**src/rtl/gen_mpfifo.sv**
```systemverilog
// ---------------------------------------------------------------------------
// gen_mpfifo : multi-port FIFO for the superscalar decode/issue path.
//
// Each cycle it accepts 0..PUSH_W entries and releases 0..POP_W entries.
// Pushes and pops are all-or-nothing. Both are judged against the state at
// the start of the cycle, so space freed by a pop cannot be used by a push
// in the same cycle. The head POP_W entries are read combinationally.
//
// Optional feature macro: GEN_MPFIFO_ERR_EN
//   When defined, this adds the err_sticky output. It is set after any
//   dropped push or ignored pop, and is cleared by RST or flush.
//
// Ports
//   CLK        in   clock, all state on rising edge
//   RST        in   synchronous reset, active-high
//   flush      in   synchronous clear of all entries (below RST in priority)
//   push_cnt   in   entries offered this cycle (slot 0 oldest)
//   data_push  in   PUSH_W slots of DW bits, slot k at [k*DW +: DW]
//   pop_cnt    in   entries consumed this cycle
//   data_pop   out  POP_W slots, slot k = entry at rd_ptr+k
//   pop_valid  out  min(count, POP_W)
//   free_cnt   out  DP - count
//   fifo_empty out  count == 0
//   fifo_full  out  count == DP
//   push_ack   out  push of a non-zero count will be accepted this cycle
//   err_sticky out  (GEN_MPFIFO_ERR_EN only) sticky drop/ignore flag
// ---------------------------------------------------------------------------
module gen_mpfifo #(
    parameter int DW     = 64,
    parameter int AW     = 4,
    parameter int PUSH_W = 2,
    parameter int POP_W  = 2,
    localparam int DP    = 2 ** AW,
    localparam int MAXW  = (PUSH_W > POP_W) ? PUSH_W : POP_W,
    localparam int CW    = $clog2(DP + 1),
    localparam int NW    = $clog2(MAXW + 1)
) (
    input  logic                 CLK,
    input  logic                 RST,
    input  logic                 flush,
    input  logic [NW-1:0]        push_cnt,
    input  logic [DW*PUSH_W-1:0] data_push,
    input  logic [NW-1:0]        pop_cnt,
    output logic [DW*POP_W-1:0]  data_pop,
    output logic [NW-1:0]        pop_valid,
    output logic [CW-1:0]        free_cnt,
    output logic                 fifo_empty,
    output logic                 fifo_full,
    output logic                 push_ack
`ifdef GEN_MPFIFO_ERR_EN
    ,
    output logic                 err_sticky
`endif
);

    logic [DW-1:0]   r_mem [DP];
    logic [AW:0]     r_wr_ptr;
    logic [AW:0]     r_rd_ptr;

    logic [AW:0]     w_count;
    logic [NW-1:0]   w_pop_valid;
    logic            w_push_fit;
    logic            w_push_ok;
    logic            w_pop_ok;
    logic [PUSH_W-1:0] w_wr_en;
    logic [AW-1:0]   w_wr_addr [PUSH_W];
    logic [DW-1:0]   w_wr_data [PUSH_W];

    // The pointers carry one extra wrap bit, so full and empty are distinct.
    assign w_count     = r_wr_ptr - r_rd_ptr;
    assign free_cnt    = CW'(DP) - CW'(w_count);
    assign fifo_empty  = (w_count == '0);
    assign fifo_full   = (w_count == (AW+1)'(DP));
    assign w_pop_valid = (w_count >= (AW+1)'(POP_W)) ? NW'(POP_W) : NW'(w_count);
    assign pop_valid   = w_pop_valid;

    // An out-of-range push_cnt is treated the same as a push that does not fit.
    assign w_push_fit  = (push_cnt <= NW'(PUSH_W)) && (CW'(push_cnt) <= free_cnt);
    assign w_push_ok   = w_push_fit && !flush;
    assign push_ack    = (push_cnt != '0) && w_push_ok;
    assign w_pop_ok    = (pop_cnt <= w_pop_valid);

    // Per-slot write ports. The index addition wraps modulo DP, so a burst
    // that crosses index DP-1 lands in consecutive slots.
    for (genvar gi = 0; gi < PUSH_W; gi++) begin : g_wr
        assign w_wr_en[gi]   = w_push_ok && (push_cnt > NW'(gi));
        assign w_wr_addr[gi] = r_wr_ptr[AW-1:0] + AW'(gi);
        assign w_wr_data[gi] = data_push[gi*DW +: DW];
    end

    // Storage is not reset. Contents behind rd_ptr are don't-care.
    always_ff @(posedge CLK) begin
        for (int k = 0; k < PUSH_W; k++) begin
            if (w_wr_en[k]) begin
                r_mem[w_wr_addr[k]] <= w_wr_data[k];
            end
        end
    end

    always_ff @(posedge CLK) begin
        if (RST || flush) begin
            r_wr_ptr <= '0;
            r_rd_ptr <= '0;
        end else begin
            if (w_push_ok) begin
                r_wr_ptr <= r_wr_ptr + (AW+1)'(push_cnt);
            end
            if (w_pop_ok) begin
                r_rd_ptr <= r_rd_ptr + (AW+1)'(pop_cnt);
            end
        end
    end

    // The head slots are read directly from storage, with no bypass from the
    // write ports. A new entry therefore appears one cycle after it is pushed.
    for (genvar gi = 0; gi < POP_W; gi++) begin : g_rd
        assign data_pop[gi*DW +: DW] = r_mem[r_rd_ptr[AW-1:0] + AW'(gi)];
    end

`ifdef GEN_MPFIFO_ERR_EN
    logic r_err_sticky;

    always_ff @(posedge CLK) begin
        if (RST || flush) begin
            r_err_sticky <= 1'b0;
        end else if (!w_push_fit || !w_pop_ok) begin
            r_err_sticky <= 1'b1;
        end
    end

    assign err_sticky = r_err_sticky;
`endif

endmodule
```
**config.mk**
```make
export PLATFORM = sky130hd
export DESIGN_NAME = gen_mpfifo
export DESIGN_NICKNAME = d
export VERILOG_FILES = /design/src/rtl/gen_mpfifo.sv
export SDC_FILE = /design/constraint.sdc
export NUM_CORES = 2
export LEC_CHECK = 0
export BUFFER_PORTS_ARGS = -buffer_cell sky130_fd_sc_hd__buf_2
export CAP_MARGIN = 30
export CORE_MARGIN = 2
export CORE_UTILIZATION = 50
export DETAILED_ROUTE_END_ITERATION = 16
export GPL_ROUTABILITY_DRIVEN = 1
export MAX_ROUTING_LAYER = met4
export PLACE_DENSITY = 0.81
export SYNTH_ARGS = -nofsm -noshare
export SYNTH_HDL_FRONTEND = slang
export SYNTH_SLANG_ARGS = --single-unit
```
**constraint.sdc**
```tcl
create_clock -name CLK -period 9.6 [get_ports CLK]
set_input_delay 0.48 -clock CLK [delete_from_list [all_inputs] [get_ports CLK]]
set_output_delay 0.48 -clock CLK [all_outputs]
set_load 0.005 [all_outputs]
```
Word-level counts from Yosys, hierarchy flattened:

Memory sizes are Yosys's and may differ from the RTL's. A register that Yosys moved wholly into a read port is not among the register bits.
Cells that the tools add are included.

* add/subtract/negate cells: 6
* $lt $le $gt $ge: 6
* equality and inequality tests: 1
* muxes and demuxes: 7
* reductions and logical operators: 9

Operators by type and width (number)
* 5-bit by 2-bit adder with 5-bit output: 2
* 4-bit by 1-bit adder with 4-bit output, second input constant: 2
* 4-bit 2-to-1 mux: 2
* 5-bit equality test, second input constant: 1
* 5-bit by 2-bit greater-or-equal comparator with 1-bit output, second input constant: 1
* 2-bit by 5-bit less-or-equal comparator with 1-bit output: 1
* 1-bit logical AND: 5
* 5-bit zero test: 1
* 5-bit subtractor: 1
* 5-bit subtractor, first input constant: 1
* 2-bit by 1-bit greater-than comparator with 1-bit output, second input constant: 2
* 1-bit 2-to-1 mux: 4
* 2-bit less-or-equal comparator: 1
* 2-bit less-or-equal comparator, second input constant: 1
* 2-bit 2-to-1 mux: 1
* 2-bit nonzero test: 1
* 1-bit zero test: 1
* 1-bit logical OR: 1

* flip-flop bits (word level): 10
* RAM bits: 1024
* input port bits: 135
* output and inout port bits: 138
* logic and storage cells: 32
* memories: 1

Memory list
* r_mem: depth 16, bits a word 64, rd ports 2, clocked after memory_dff 1, wr ports 2, line 56 `logic [DW-1:0] r_mem [DP];`

Depth between registers and ports, before layout:

* word-level depth: 8
* depth in mapped cells: 16
* depth with buffers taken out: 15

Least setup slack after synthesis:

Ideal clock, no wire load.

* path kind: flip-flop to flip-flop
* start: reg r_wr_ptr[0]
* end: mem r_mem[1][0] (enable)
* arrival: 9.693 ns
* data required time: 8.934 ns
* setup slack: -0.759 ns
* cell stages (with the launch flop): 14
* clock period less this slack: 10.359 ns
* cells stage by stage: dfxtp_1 > clkbuf_1 > inv_1 > ha_1 > inv_1 > fa_1 > ha_1 > ha_1 > nor2b_1 > o211ai_1 > or2_0 > clkbuf_1 > o21ai_1 > nor4b_1

RTL lines
* from (decl): line 57 `logic [AW:0] r_wr_ptr;`
* from (signal assigned): line 106 `r_wr_ptr <= r_wr_ptr + (AW+1)'(push_cnt);`
* to (decl): line 56

==> results.ini <==
[status]
outcome = finished clean

[sta]
hold-worst-slack_ns = 0.123
post-route-min-period_ns = 6.01
rsz0062_at_grt = no
worstMarginPinSlew_ns = 1.06
maxSlewHeadroom_pct = 29.3
fin_skew_ns = 0.0431
hold_viol_final = 0
slew_violations = 0
fin_ws_ns = 3.59
period_share_pct = 62.6
fmax_mhz = 167
setup_viol = 0

[clock_network]
clock_latency_ns = 0.71
clkSlewWorstSetupHoldPaths_ns = 0.06
clock-root-buffer = clkbuf_16
post_cts_buffers = 0
cts-resized-gates = 0
cts_tree = done
cts_buffer_depth = 3
htree_num_levels = 3
cts_buffers = 110
cts_sinks = 1038
hold_buffers = 0

[layout]
multi_input_area_um2 = 27400
fill_cells = 9043
syn2layout_area_growth_pct = 10.1
fin_nets = 3526
fin_cells = 5107
drive_gt1_share_pct = 62.5
fin_util_pct = 55.4
sequential_cell_area_um2 = 31000

[floorplanning]
start_util_pct = 50.4
fp.dieH_um = 351
die_x_um = 351
dieArea_um2 = 123000
core_um2 = 120000
fp-row-count = 127
io_pins = 273

[global_routing]
grt_max_degree = 111
grtUsageTotal_pct = 29.7
grt_pass1_vias = 36600
grt_pass1_wl_um = 257000
antenna_found_initial = 41
overflow = 0

[placed_design]
dp_hpwl_um = 103000
place_congestion = 0.851
portBuffers = 272
pre_cts_ws_ns = 3.58
place_inst = 4868

[critical_path]
cp_slowest_cell = dfxtp_4
critical_path.max_stage_delay_ns = 0.94
crit_start = r_rd_ptr[0]$_SDFFE_PP0N_
path_cells = ha_1, inv_1, fa_1, ha_1, ha_1, nor2b_1, o211ai_1, or2_0, o211ai_1, nor2_4, buf_4
path_class = reg2reg
crit_fanout = 44
start_kind = flip-flop
crit_top_cell = ha_1
rr_endpoint = r_mem[10][31]$_DFFE_PP_
timing.rr.start = r_rd_ptr[0]$_SDFFE_PP0N_
reg2regPathDepth = 11
rrSetupSlack_ns = 3.59
cp-end-kind = flip-flop
required_ns = 9.92
worstPathArrival_ns = 6.33

[synthesis]
ys_types = 44
synth.cell_area_um2 = 60300
synth_edf_count = 1024
synth.net_count = 3426
synth_warnings = 0
avgSynthCellArea_um2 = 18.4
ys_seq_area_share_pct = 51.5
async_flop_share_pct = 0
syn_inst = 3271
ys_ff_latch = 1038
synthFlopType = edfxtp_1

[power]
ir_worst_vdd_v = 0.000279
p_leak_nw = 20.5
p_per_area_nw_per_um2 = 238
finalPower_mw = 15.8

[drt]
wire_per_inst_um = 34.9
drt_pass1_iterations = 6
drc_errors = 0
viasPerCell = 7.05
ant_nets = 0
drt-initial-drc-count = 5087
routed_wl_um = 178000
vias = 36000

[worst_hold_path]
min_from = RST
min_path_cells = 3
worstHoldPathType = in2reg
min_to = r_wr_ptr[2]$_SDFFE_PP0P_

[job]
drv_cap = 0

worst max-delay path: cells and delay by family, from the launching register on:
family,cells,cell delay [ns]
compound gates,2,0.73
flops,1,0.94
buf+inv,2,0.96
fa+ha+maj,4,1.43
simple gates,3,1.50
report_power, final:
| part | total (mW) | leakage (nW) | internal (mW) | switching (mW) |
|---|---|---|---|---|
| Clock | 4.11 | 1.66 | 2.31 | 1.80 |
| Combinational | 6.33 | 9.46 | 3.09 | 3.25 |
| Sequential | 5.37 | 9.36 | 5.20 | 0.167 |
| Total | 15.8 | 20.5 | 10.6 | 5.22 |
registers in the layout (all words and copies together) (netlist names), named ones only:
| name | flops |
|---|---|
| r_wr_ptr | 5 |
| r_mem | 1024 |
| r_rd_ptr | 5 |
cells in the final DEF, fill, tap and decap left out, types with 18 or more instances in the layout:
cell type and count:
diode_2 36, inv_1 19, mux4_2 640, mux2_1 60
buf_2 272, clkbuf_16 111, clkbuf_1 29, clkinv_1 29
buf_4 87, edfxtp_1 1024, nand2_1 19, mux2_2 964
nor2_1 18
layer usage:
| metal | part of all wire (%) | track usage (%) |
|---|---|---|
| met5 | 0 | - |
| met4 | 4.3 | 12.2 |
| met1 | 36 | 37.4 |
| met2 | 49 | 47.0 |
| met3 | 11 | 6.34 |
metrics by stage:
step / TNS [ns] / cell area [µm²]
floorplan: -139.04 / 60300
global placement: 0 / 62600
detailed placement: 0 / 62800
CTS: 0 / 66200
global route: 0 / 66300
finish: 0 / 66300
Yosys cell counts, types with 4 or more instances:
cell | count | area [µm²]
edfxtp_1 | 1024 | 30700
mux2_2 | 964 | 10900
mux4_2 | 640 | 14400
clkbuf_1 | 221 | 830
mux2_1 | 60 | 676
buf_6 | 55 | 619
buf_1 | 52 | 195
buf_2 | 51 | 255
nor2_1 | 21 | 78.8
inv_1 | 19 | 71.3
nand2_1 | 19 | 71.3
ha_1 | 17 | 213
dfxtp_1 | 14 | 280
a21oi_1 | 11 | 55.1
nand3_1 | 8 | 40.0
nand4_1 | 8 | 50.1
a21oi_2 | 7 | 61.3
nor3_1 | 7 | 35.0
nor4_1 | 7 | 43.8
xnor2_1 | 7 | 61.3
a21oi_4 | 6 | 97.6
nor2b_1 | 6 | 37.5
o21ai_0 | 6 | 30.0
mux2i_1 | 5 | 50.1
xor2_1 | 4 | 35.0
logic make-up (layout without fill, tap and decap cells):
logic type	count (synthesis)	count (layout)	share of synthesized area (%)
compound gates	43	43	0.667
xor+xnor	12	12	0.197
fa+ha+maj	20	20	0.453
buf+inv	401	589	3.30
flops	1038	1038	51.5
mux	1669	1669	43.1
other cells	0	36	0
simple gates	88	88	0.733
worst max-delay path by stage:
stage                                    to  cells past startpoint  slack (ns)
CTS                 r_mem[10][23]$_DFFE_PP_                     11        3.56
global placement    r_mem[10][35]$_DFFE_PP_                     11        3.60
floorplan             r_mem[5][0]$_DFFE_PP_                     14       -0.49
finish              r_mem[10][31]$_DFFE_PP_                     11        3.59
global route        r_mem[10][25]$_DFFE_PP_                     11        3.34
detailed placement  r_mem[10][35]$_DFFE_PP_                     11        3.58
layout make-up:
class                           instances  share of cell area (%)
Timing Repair Buffer                  369                    3.40
Tap cell                             1612                    3.04
Antenna cell                           36                   0.136
Clock buffer                          140                    4.35
Inverter                               20                   0.115
Clock inverter                         60                   0.781
Multi-Input combinational cell       1832                    41.4
Sequential cell                      1038                    46.8
(Power assumes the default switching activity.)
